**config.mk**
```make
export PLATFORM = sky130hd
export DESIGN_NAME = lcd_regs
export DESIGN_NICKNAME = d
export VERILOG_FILES = /design/src/rtl/lcd_pkg.sv /design/src/rtl/edge_pulse.sv /design/src/rtl/lcd_regs.sv
export SDC_FILE = /design/constraint.sdc
export NUM_CORES = 1
export LEC_CHECK = 0
export CAP_MARGIN = 20
export CORE_MARGIN = 10
export CORE_UTILIZATION = 45
export CTS_BUF_LIST = sky130_fd_sc_hd__clkbuf_16
export CTS_CLUSTER_SIZE = 24
export DETAILED_ROUTE_END_ITERATION = 8
export GPL_ROUTABILITY_DRIVEN = 0
export PLACE_DENSITY_LB_ADDON = 0.15
export REMOVE_ABC_BUFFERS = 1
export SKIP_LAST_GASP = 1
export SLEW_MARGIN = 20
export SYNTH_ARGS = -nofsm -noshare
export SYNTH_HDL_FRONTEND = slang
export SYNTH_SLANG_ARGS = --single-unit
export TNS_END_PERCENT = 30
```
**constraint.sdc**
```tcl
create_clock -name cpu_clock -period 1.6 [get_ports cpu_clock]
set_clock_uncertainty 0.1 [all_clocks]
set_input_delay 0.24 -clock cpu_clock [delete_from_list [all_inputs] [get_ports cpu_clock]]
set_output_delay 0.24 -clock cpu_clock [all_outputs]
set_load 0.05 [all_outputs]
```
**src/rtl/lcd_pkg.sv**
```systemverilog
// lcd_pkg: shared LCD register definitions.
// PPU mode enum, offsets, reset values and STAT bit layout.
package lcd_pkg;

    typedef enum logic [1:0] {
        MODE_HBLANK = 2'd0,
        MODE_VBLANK = 2'd1,
        MODE_OAM    = 2'd2,
        MODE_ACTIVE = 2'd3
    } ppu_mode_t;

    localparam logic [3:0] OFF_LCDC = 4'h0;
    localparam logic [3:0] OFF_STAT = 4'h1;
    localparam logic [3:0] OFF_SCY  = 4'h2;
    localparam logic [3:0] OFF_SCX  = 4'h3;
    localparam logic [3:0] OFF_LY   = 4'h4;
    localparam logic [3:0] OFF_LYC  = 4'h5;
    localparam logic [3:0] OFF_DMA  = 4'h6;
    localparam logic [3:0] OFF_BGP  = 4'h7;
    localparam logic [3:0] OFF_OBP0 = 4'h8;
    localparam logic [3:0] OFF_OBP1 = 4'h9;
    localparam logic [3:0] OFF_WY   = 4'hA;
    localparam logic [3:0] OFF_WX   = 4'hB;

    localparam logic [7:0] RST_LCDC    = 8'h91;
    localparam logic [3:0] RST_STAT_EN = 4'h0;
    localparam logic [7:0] RST_SCY     = 8'h00;
    localparam logic [7:0] RST_SCX     = 8'h00;
    localparam logic [7:0] RST_LYC     = 8'h00;
    localparam logic [7:0] RST_BGP     = 8'hFC;
    localparam logic [7:0] RST_OBP0    = 8'hFF;
    localparam logic [7:0] RST_OBP1    = 8'hFF;
    localparam logic [7:0] RST_WY      = 8'h00;
    localparam logic [7:0] RST_WX      = 8'h00;
    localparam logic [7:0] RST_RDATA   = 8'h00;
    localparam logic [7:0] OPEN_BUS    = 8'hFF;

    localparam int LCDC_ON_BIT    = 7;
    localparam int STAT_EN_MSB    = 6;
    localparam int STAT_EN_LSB    = 3;
    localparam int STAT_COINC_BIT = 2;

    // Positions inside the 4-bit enable field
    localparam int EN_M0  = 0;
    localparam int EN_M1  = 1;
    localparam int EN_M2  = 2;
    localparam int EN_LYC = 3;

    function automatic logic [7:0] stat_pack(
        input logic [3:0] en,
        input logic       coinc,
        input logic [1:0] mode
    );
        return {1'b1, en, coinc, mode};
    endfunction

endpackage

```
**src/rtl/edge_pulse.sv**
```systemverilog
// edge_pulse: one-cycle pulse on a rising level.
// hold_i tracks the level but suppresses the pulse.
module edge_pulse (
    input  logic cpu_clock,
    input  logic clr_i,
    input  logic hold_i,
    input  logic line_i,
    output logic pulse_o
);

    logic prev_q;
    logic pulse_q;
    logic pulse_d;

    assign pulse_d = line_i & ~prev_q & ~hold_i;

    // Remember the level and register the rising-edge pulse
    always_ff @(posedge cpu_clock) begin
        if (clr_i) begin
            prev_q  <= 1'b0;
            pulse_q <= 1'b0;
        end else begin
            prev_q  <= line_i;
            pulse_q <= pulse_d;
        end
    end

    assign pulse_o = pulse_q;

endmodule

```
**src/rtl/lcd_regs.sv**
```systemverilog
// lcd_regs: LCD control/status registers at 0xFF40-0xFF4B.
// Define LCD_STAT_IRQ_EN to build the STAT interrupt logic.
module lcd_regs
    import lcd_pkg::*;
(
    input  logic       cpu_clock,
    input  logic       reset,
    input  logic       reg_sel,
    input  logic [3:0] reg_addr,
    input  logic       reg_wr,
    input  logic       reg_rd,
    input  logic [7:0] reg_wdata,
    output logic [7:0] reg_rdata,
    input  logic [1:0] ppu_mode,
    input  logic [7:0] ppu_ly,
    output logic [7:0] lcdc,
    output logic [7:0] scy,
    output logic [7:0] scx,
    output logic [7:0] bgp,
    output logic [7:0] obp0,
    output logic [7:0] obp1,
    output logic [7:0] wy,
    output logic [7:0] wx,
    output logic       lcd_on,
    output logic       irq_vblank,
    output logic       irq_stat
);

    logic [7:0] lcdc_q, scy_q, scx_q, lyc_q;
    logic [7:0] bgp_q, obp0_q, obp1_q, wy_q, wx_q;
    logic [3:0] stat_en_q;
    logic [7:0] rdata_q, rdata_d, rd_val;
    logic [7:0] ly_q, ly_d;
    logic       coinc_q, coinc_d;
    logic       fresh_q;
    logic       wr_hit, rd_hit;
    logic [1:0] mode_rd;
    logic       vblank_line;
    ppu_mode_t  mode;

    assign mode    = ppu_mode_t'(ppu_mode);
    assign wr_hit  = reg_sel & reg_wr;
    assign rd_hit  = reg_sel & reg_rd;
    assign lcd_on  = lcdc_q[LCDC_ON_BIT];
    assign mode_rd = lcd_on ? ppu_mode : 2'b00;

    // CPU writes to the writable registers
    always_ff @(posedge cpu_clock) begin
        if (reset) begin
            lcdc_q    <= RST_LCDC;
            stat_en_q <= RST_STAT_EN;
            scy_q     <= RST_SCY;
            scx_q     <= RST_SCX;
            lyc_q     <= RST_LYC;
            bgp_q     <= RST_BGP;
            obp0_q    <= RST_OBP0;
            obp1_q    <= RST_OBP1;
            wy_q      <= RST_WY;
            wx_q      <= RST_WX;
        end else if (wr_hit) begin
            case (reg_addr)
                OFF_LCDC: lcdc_q    <= reg_wdata;
                OFF_STAT: stat_en_q <= reg_wdata[STAT_EN_MSB:STAT_EN_LSB];
                OFF_SCY:  scy_q     <= reg_wdata;
                OFF_SCX:  scx_q     <= reg_wdata;
                OFF_LYC:  lyc_q     <= reg_wdata;
                OFF_BGP:  bgp_q     <= reg_wdata;
                OFF_OBP0: obp0_q    <= reg_wdata;
                OFF_OBP1: obp1_q    <= reg_wdata;
                OFF_WY:   wy_q      <= reg_wdata;
                OFF_WX:   wx_q      <= reg_wdata;
                default:  ;
            endcase
        end
    end

    // Read mux; LY and mode read as zero while the LCD is off
    always_comb begin
        rd_val = OPEN_BUS;
        case (reg_addr)
            OFF_LCDC: rd_val = lcdc_q;
            OFF_STAT: rd_val = stat_pack(stat_en_q, coinc_q, mode_rd);
            OFF_SCY:  rd_val = scy_q;
            OFF_SCX:  rd_val = scx_q;
            OFF_LY:   rd_val = lcd_on ? ly_q : 8'h00;
            OFF_LYC:  rd_val = lyc_q;
            OFF_BGP:  rd_val = bgp_q;
            OFF_OBP0: rd_val = obp0_q;
            OFF_OBP1: rd_val = obp1_q;
            OFF_WY:   rd_val = wy_q;
            OFF_WX:   rd_val = wx_q;
            default:  rd_val = OPEN_BUS;
        endcase
    end

    assign rdata_d = rd_hit ? rd_val : rdata_q;
    assign ly_d    = lcd_on ? ppu_ly : 8'h00;
    assign coinc_d = lcd_on & (ly_q == lyc_q);

    // Read data, LY sample, coincidence flag and post-reset guard
    always_ff @(posedge cpu_clock) begin
        if (reset) begin
            rdata_q <= RST_RDATA;
            ly_q    <= 8'h00;
            coinc_q <= 1'b0;
            fresh_q <= 1'b1;
        end else begin
            rdata_q <= rdata_d;
            ly_q    <= ly_d;
            coinc_q <= coinc_d;
            fresh_q <= 1'b0;
        end
    end

    assign vblank_line = lcd_on & (mode == MODE_VBLANK);

    edge_pulse u_vblank (
        .cpu_clock (cpu_clock),
        .clr_i     (reset),
        .hold_i    (fresh_q),
        .line_i    (vblank_line),
        .pulse_o   (irq_vblank)
    );

`ifdef LCD_STAT_IRQ_EN
    logic stat_line;

    assign stat_line = lcd_on & (
        (stat_en_q[EN_LYC] & coinc_q) |
        (stat_en_q[EN_M0] & (mode == MODE_HBLANK)) |
        (stat_en_q[EN_M1] & (mode == MODE_VBLANK)) |
        (stat_en_q[EN_M2] & (mode == MODE_OAM)));

    edge_pulse u_stat (
        .cpu_clock (cpu_clock),
        .clr_i     (reset),
        .hold_i    (fresh_q),
        .line_i    (stat_line),
        .pulse_o   (irq_stat)
    );
`else
    assign irq_stat = 1'b0;
`endif

    assign reg_rdata = rdata_q;
    assign lcdc      = lcdc_q;
    assign scy       = scy_q;
    assign scx       = scx_q;
    assign bgp       = bgp_q;
    assign obp0      = obp0_q;
    assign obp1      = obp1_q;
    assign wy        = wy_q;
    assign wx        = wx_q;

endmodule

```
Yosys cells after proc, flatten, opt, wreduce, memory -nomap -nowiden --
Index checks and enable logic that the tools add are counted.
Word-level totals: bits of input ports 27, logic and storage cells 53, latch bits 0, bits in read-only memories 0, flip-flop bits (word level) 96, bits in writable memories 0, memories kept 0, output and inout bits 75
Operators by class: equality and inequality tests 12, bitwise operators 9, shift-type cells 0, $mul 0, reduce and logical (&&, ||, !) cells 12, multiplexer cells 4, div/mod/pow operators 0, $add $sub $neg 0, order comparisons 0
Operators by type and width (count):
- $pmux 8 s11 | 1
- $reduce_and 2->1 | 10
- $eq 4x4->1 const B | 4
- $eq 4x3->1 const B | 3
- $eq 4x2->1 const B | 2
- $eq 8x8->1 | 1
- $mux 8 | 1
- $and 1x1->1 | 6
- $eq 4x1->1 const B | 1
- $logic_not 4->1 | 1
- $not 1->1 | 3
- $eq 2x1->1 const B | 1
- $mux 2 | 1
- $reduce_or 2->1 | 1
- $mux 1 | 1

Longest topological paths before layout --
Gate-level depths: netlist (run 1).
depth after elaboration 4, mapped depth 7, depth with buffers taken out 4

Modules after synthesis --
Synthesis (run 1) repeated with hierarchy kept, for this count alone.
Unflattened totals: cell total of the unflattened synthesis 512, area total of the unflattened synthesis 4498.1 um^2
By module, submodules not included:
- lcd_regs | cells each 508, area an instance 4436.8 um^2, times used 1
- edge_pulse | cells each 4, area an instance 61.3 um^2, times used 1

Worst setup path before layout (run 1) --
OpenSTA, ideal clock, no wires.
path type flip-flop to flip-flop, start point reg obp1_q[3] (netlist: obp1[3]), end point reg rdata_q[3] (netlist: reg_rdata[3]), clock period less this slack 1.718 ns, path buffers 0, setup slack -0.118 ns, stages on the path, launching flop included 5, arrival 1.527 ns, data required time 1.409 ns, setup time 0.091 ns, cells stage by stage dfxtp_1 mux4_2 inv_1 a221o_1 a311oi_1
Between the ends: cells in the longest elaborated chain, start to end 1
RTL lines:
- start: declaration | RTL line lcd_regs.sv:30 | logic [7:0] bgp_q, obp0_q, obp1_q, wy_q, wx_q;
- start signal: assignment | RTL line lcd_regs.sv:69 | OFF_OBP1: obp1_q <= reg_wdata;
- $pmux 8 s11 | RTL line lcd_regs.sv:80 | case (reg_addr)
- end signal: assignment | RTL line lcd_regs.sv:108 | rdata_q <= rdata_d;
- end: declaration | RTL line lcd_regs.sv:32 | logic [7:0] rdata_q, rdata_d, rd_val;
Every way passes these cells. A chain may end at the register's enable or synchronous reset.

Final worst setup path (run 1) --
start point in reg_addr[0], end point reg rdata_q[2] (netlist: reg_rdata[2])
Between the ends: cells in the longest elaborated chain, start to end 2, elaborated cells on any way between the ends 12, those cells by class 10 x eq/ne; 1 x mux; 1 x reduce/logical
RTL lines:
- start: declaration | RTL line lcd_regs.sv:9 | input logic [3:0] reg_addr,
- $eq 4x4->1 (tied with other cells) | RTL line lcd_regs.sv:80
- $pmux 8 s11 * | RTL line lcd_regs.sv:80
Every way passes the cells marked *; elsewhere a longest branch is shown, timed or not.

==> flow_summary_export.csv, run 1 <==
group,metric,value,unit
global_route,grt_pass1_wl,26.0,mm
pwr,intPower,0.00390,W
global_route,grt_antenna_before_repair,0,
sta,clock.fmax,628,MHz
pwr,ir_drop,580,µV
pwr,total_power,0.00539,W
synth,netlist_area,4390,µm²
die,die_x,119,µm
final_layout,fin_nets,664,
sta,tns,0,ps
critical_path,crit_arrival,1730,ps
worst_hold_path,hold_class,"input port to register",
sta,final-setup-viol-count,0,
critical_path,ff2ff_setup_slack,100,ps
pwr,p_switching,0.00148,W
synth,syn_avg_cell_area,8.97,µm²
sta,worst_pin_slew,541,ps
final_layout,n_antenna_cell,0,
global_route,grt-ovfl-total,0,
detailed_routing,num_vias,4517,
sta,fin_crit,1590,ps
pwr,cellLeakagePower,2.93,nW
synth,synthArstFlopShare,0,%
pwr,powerDensity,755,nW/µm²
detailed_routing,drt-met1-wl,6.34,mm
synth,seq_area_frac_synth,43.8,%
synth,yosys-top-cells-area,"dfxtp_1 44%, mux2i_1 7.3%, nand2_1 4.5%",
clock_tree,clock_path_buffers,2,
detailed_routing,wirelength,16.7,mm
pwr,switching_share,27.6,%
pwr,sequentialPowerShare,46.3,%
synth,synth_top_flop_cell,"dfxtp_1",
final_layout,area_growth,62.7,%
detailed_routing,first_pass_iters,6,
synth,synth.distinct_cells,56,
final_layout,most-common-layout-cells,"96 x dfxtp_1, 78 x buf_12, 72 x buf_4",
critical_path,worstSetupEndpointType,"register",
detailed_routing,top_layer_used,"met4",
clock_tree,cts_buffers,9,
global_route,grt_pass1_vias,4580,
global_route,grt_max_degree,41,
status,status,"finished clean",
pwr,power_frac_comb,15.5,%
synth,synth_top_cell_by_area,"dfxtp_1",
critical_path,cpLargestDelayFamily,"compound AO/OA/AOI/OAI gates",
synth,synth_edf_count,0,
die,fp-row-count,35,
detailed_routing,antenna_left,0,
placement,dp_hpwl,11.5,mm
final_layout,final_common_cell,"dfxtp_1",
critical_path,cp.required,1740,ps
detailed_routing,detail_route.wl_per_cell,21.6,µm
sta,finalMaxSlewViolations,0,
detailed_routing,route.detailed.drc,0,
critical_path,critPathMaxStageDelay,300,ps
final_layout,fillers,616,
detailed_routing,dr_wl_met2,8.13,mm
sta,hold_violations,0,
clock_tree,clock-root-buffer,"clkbuf_16",
die,die_h,119,µm
critical_path,critPathSlowestCell,"bufbuf_16",
final_layout,drive_gt1_share,31.2,%
sta,rsz0062_at_grt,"yes",
critical_path,path_cells,"clkdlybuf4s15_2, bufbuf_16, and3b_1, a22o_1, a221o_1, o31a_1",
die,start_util,46.8,%
job,drv_cap,0,
critical_path,crit_type,"input port to register",
final_layout,final_cells,771,
clock_tree,cts.clk_slew.worst_paths,70,ps
synth,ys_warn_count,0,
detailed_routing,dr_wl_met3,1.60,mm
die,dieArea,14100,µm²
sta,period_share,99.6,%
synth,synth_seq_cells,96,
die,core_area,9370,µm²
sta,slew_headroom,63.8,%
pwr,p_clk_share,38.2,%
sta,setup_slack,6.67,ps
synth,syn_inst,489,
global_route,track_usage,23.0,%
final_layout,fin_util,76.2,%
clock_tree,cts_tree,"built",
placement,pre_cts_slack,-632,ps
clock_tree,clock-sinks,96,
critical_path,startpoint_type,"input port",
placement,dp_cells,743,
critical_path,cp.buffers_inverters,2,
detailed_routing,viasPerCell,5.86,
critical_path,crit_fanout,8,
die,pin_count,102,
clock_tree,insertion_delay,360,ps
synth,synth_top_area_share,43.8,%
detailed_routing,drt-initial-drc-count,552,
placement,io_buffer_count,100,
clock_tree,cts_max_level,3,
==> cell families (layout without fill, tap and decap cells) <==
group                  count (synthesis)  after routing  share of synthesized area (%)
AND/OR/NAND/NOR                      174            174                           21.3
multiplexers                          35             35                           8.59
flip-flops                            96             96                           43.8
XOR/XNOR                               8              8                           1.60
buffers and inverters                 51            204                           5.62
AO/OA/AOI/OAI                        124            124                           19.0
other                                  1              1                         0.0855
==> per-layer routing <==
| layer | vias to the layer above | GRT usage (%) |
|---|---|---|
| met2 | 280 | 38.7 |
| met1 | 2154 | 27.1 |
| met5 | - | 0 |
| met4 | 0 | 9.16 |
| met3 | 50 | 6.38 |
| li1 | 2033 | - |
==> state kept, by name (all words and copies together) (netlist names), 4 cells and up <==
register and count:
obp1 8, ly_q 8, lyc_q 8, wy 8, stat_en_q 4, wx 8, reg_rdata 8, lcdc 8
obp0 8, scy 8, scx 8, bgp 8
==> power by group through the flow <==
stage / clock [W] / sequential (W) / combinational [W]
2_1_floorplan: 0 / 0.00262 / 0.000190
3_3_place_gp: 0 / 0.00254 / 0.000755
3_5_place_dp: 0 / 0.00254 / 0.000768
4_1_cts: 0.00205 / 0.00249 / 0.000820
5_1_grt: 0.00216 / 0.00249 / 0.000876
6_report: 0.00206 / 0.00249 / 0.000835
==> through the flow <==
stage | hold WS [ps] | cell area [µm²]
final | 168 | 7140
after global routing | 164 | 7140
after CTS | 158 | 7130
after detailed placement | 280 | 6650
after global placement | 276 | 6650
after floorplan | 168 | 4160
==> cell usage after synthesis, types with 2 or more instances <==
| master | number |
|---|---|
| a311oi_1 | 8 |
| mux2i_1 | 32 |
| o22ai_1 | 2 |
| o21ai_0 | 25 |
| mux4_2 | 2 |
| buf_2 | 14 |
| o32a_1 | 2 |
| nand2_1 | 53 |
| and2_1 | 10 |
| a21oi_1 | 39 |
| a32o_1 | 3 |
| dfxtp_1 | 96 |
| xnor2_1 | 5 |
| o32ai_1 | 3 |
| a22oi_1 | 6 |
| nand3b_1 | 15 |
| buf_4 | 8 |
| a211o_1 | 16 |
| nor2b_1 | 19 |
| nand3_1 | 9 |
| nor3b_1 | 2 |
| nand2b_1 | 4 |
| a22o_1 | 4 |
| and3_1 | 4 |
| clkbuf_1 | 23 |
| a31oi_1 | 3 |
| nor2_2 | 3 |
| inv_1 | 4 |
| xor2_1 | 3 |
| and3b_1 | 4 |
| a221oi_1 | 5 |
| a221o_1 | 2 |
| nor2_1 | 38 |
==> final cells by class <==
cell class              instances  area, µm²  share of cell area, %
clock inverters                 7       53.8                  0.754
well taps                     129        161                   2.26
clock buffers                   9        225                   3.16
repair buffers                183       2480                   34.8
flip-flops and latches         96       1920                   26.9
multi-input cells             342       2270                   31.9
inverters                       5       18.8                  0.263
==> worst paths after layout <==
check             cells past startpoint          endpoint         from
setup / recovery                      6      reg_rdata[2]  reg_addr[0]
hold / removal                        2      stat_en_q[0]        reset
setup reg to reg                      4      reg_rdata[6]      lcdc[7]
hold reg to reg                       1  u_vblank.pulse_o      fresh_q
==> what timing repair did <==
action | in CTS | in global routing
buffers inserted | 8 | 1
setup endpoints to repair | 80 | 36
cloned | 3 | 0
resized for setup | 28 | 7
pin swaps | 4 | 1
hold buffers | 0 | 0
endpoints found under the hold margin | 0 | 0
(Power assumes the default switching activity.)
==> run 2: changes to the inputs <==
MAX_ROUTING_LAYER = met4   (was default)
==> flow_summary_export.csv, run 2 (synthesis results as in run 1) <==
group,metric,value,unit
critical_path,reg2regPathDepth,4,
die,core_area,9370,µm²
global_route,grt_pass1_vias,4571,
sta,final-setup-viol-count,1,
placement,dpl-instance-area,6650,µm²
global_route,globalRouteMet2Util,38.4,%
final_layout,final_common_cell,"dfxtp_1",
critical_path,regToRegEndpoint,"reg_rdata[2]",
critical_path,ff2ff_setup_slack,110,ps
die,pin_count,102,
critical_path,cpLargestDelayFamily,"compound AO/OA/AOI/OAI gates",
sta,worst_pin_slew,540,ps
critical_path,r2r-start,"obp1[2]",
worst_hold_path,hold_class,"input port to register",
sta,fin_crit,1640,ps
critical_path,worstSetupEndpointType,"register",
final_layout,stdcell_area,7140,µm²
clock_tree,cts_buffers,9,
status,failed_checks,"setup timing",
detailed_routing,antenna_left,0,
detailed_routing,first_pass_iters,9,
placement,io_buffer_count,100,
sta,slew_headroom,63.9,%
global_route,grtUsageMet1,27.6,%
critical_path,crit_path_end,"reg_rdata[0]",
global_route,grt_antenna_before_repair,0,
global_route,grt-busiest-layer,"met2",
status,status,"finished, violations left",
final_layout,fin_nets,664,
critical_path,critPathMaxStageDelay,330,ps
sta,tns,-40.2,ps
clock_tree,postCtsHoldBufs,0,
clock_tree,cts_max_level,3,
detailed_routing,detail_route.wl_per_cell,21.6,µm
die,die_x,119,µm
global_route,grt-ovfl-total,0,
critical_path,crit_type,"input port to register",
clock_tree,insertion_delay,360,ps
detailed_routing,viasPerCell,5.88,
critical_path,crit_fanout,12,
final_layout,most-common-layout-cells,"96 x dfxtp_1, 78 x buf_12, 72 x buf_4",
die,die_h,119,µm
clock_tree,clock_path_buffers,2,
final_layout,n_antenna_cell,0,
job,drv_cap,0,
critical_path,crit_arrival,1790,ps
sta,setup_slack,-40.2,ps
critical_path,cp.required,1750,ps
clock_tree,cts.clk_slew.worst_paths,70,ps
clock_tree,cts_tree,"built",
sta,clock.fmax,610,MHz
sta,hold_violations,0,
final_layout,drive_gt1_share,31.2,%
critical_path,cp.buffers_inverters,3,
pwr,powerDensity,755,nW/µm²
global_route,grt_max_degree,41,
detailed_routing,wirelength,16.7,mm
pwr,ir_drop,581,µV
die,start_util,46.8,%
critical_path,startpoint_type,"input port",
critical_path,crit_start,"reg_addr[1]",
critical_path,critPathSlowestCell,"o32a_1",
detailed_routing,num_vias,4531,
placement,dp_hpwl,11.5,mm
final_layout,area_growth,62.7,%
critical_path,worst-path-stages,7,
die,dieArea,14100,µm²
detailed_routing,drt-initial-drc-count,451,
sta,period_share,103,%
global_route,grtUsageMet3,5.47,%
global_route,grt_pass1_wl,25.9,mm
die,fp-row-count,35,
clock_tree,clock-root-buffer,"clkbuf_16",
sta,finalMaxSlewViolations,0,
sta,rsz0062_at_grt,"yes",
detailed_routing,route.detailed.drc,0,
critical_path,path_cells,"clkdlybuf4s15_2, bufbuf_16, buf_4, nor2_4, a21oi_1, o32a_1, a311oi_1",
pwr,cellLeakagePower,2.93,nW
clock_tree,clock-sinks,96,
global_route,track_usage,23.7,%
run 2: per-stage QoR:
step                hold WS [ps]  utilization [%]  std cells  setup WS, ps  total power [W]
floorplan                    168                -        443          -431          0.00281
global placement             276             71.0        743          -587          0.00330
detailed placement           280             71.0        743          -632          0.00331
CTS                          158             76.0        770         -34.9          0.00536
global route                 166             76.2        771         -32.4          0.00553
finish                       167             76.2        771         -40.2          0.00539
run 2: cell type report:
cell class | instances | area [µm²]
flip-flops and latches | 96 | 1920
multi-input cells | 342 | 2270
fillers | 616 | 2230
well taps | 129 | 161
clock inverters | 7 | 53.8
repair buffers | 183 | 2480
inverters | 5 | 18.8
clock buffers | 9 | 225
run 2: per-layer routing:
metal	vias to the layer above	part of all wire [%]
met4	0	3.6
li1	2035	-
met1	2156	38
met2	283	49
met3	57	9.1
met5	-	0
run 2: how the worst min path moves through the flow:
stage,slack [ps],cells past startpoint,start,end
3_5_place_dp,280,1,fresh_q,u_vblank.pulse_o
5_1_grt,170,2,reset,stat_en_q[0]
3_3_place_gp,280,1,fresh_q,u_vblank.pulse_o
4_1_cts,160,2,reset,stat_en_q[0]
6_report,170,2,reset,stat_en_q[0]
2_1_floorplan,170,0,reset,fresh_q
run 2: where the power goes:
| part | internal [W] | switching [W] | total, W |
|---|---|---|---|
| Combinational | 0.000397 | 0.000439 | 0.000836 |
| Sequential | 0.00244 | 0.0000560 | 0.00249 |
| Clock | 0.00107 | 0.000995 | 0.00206 |
run 2: what timing repair did:
action	in CTS	in global routing
pin swaps	4	1
setup endpoints to repair	80	36
gates resized for setup	28	7
setup buffers	8	1
gates cloned	3	0
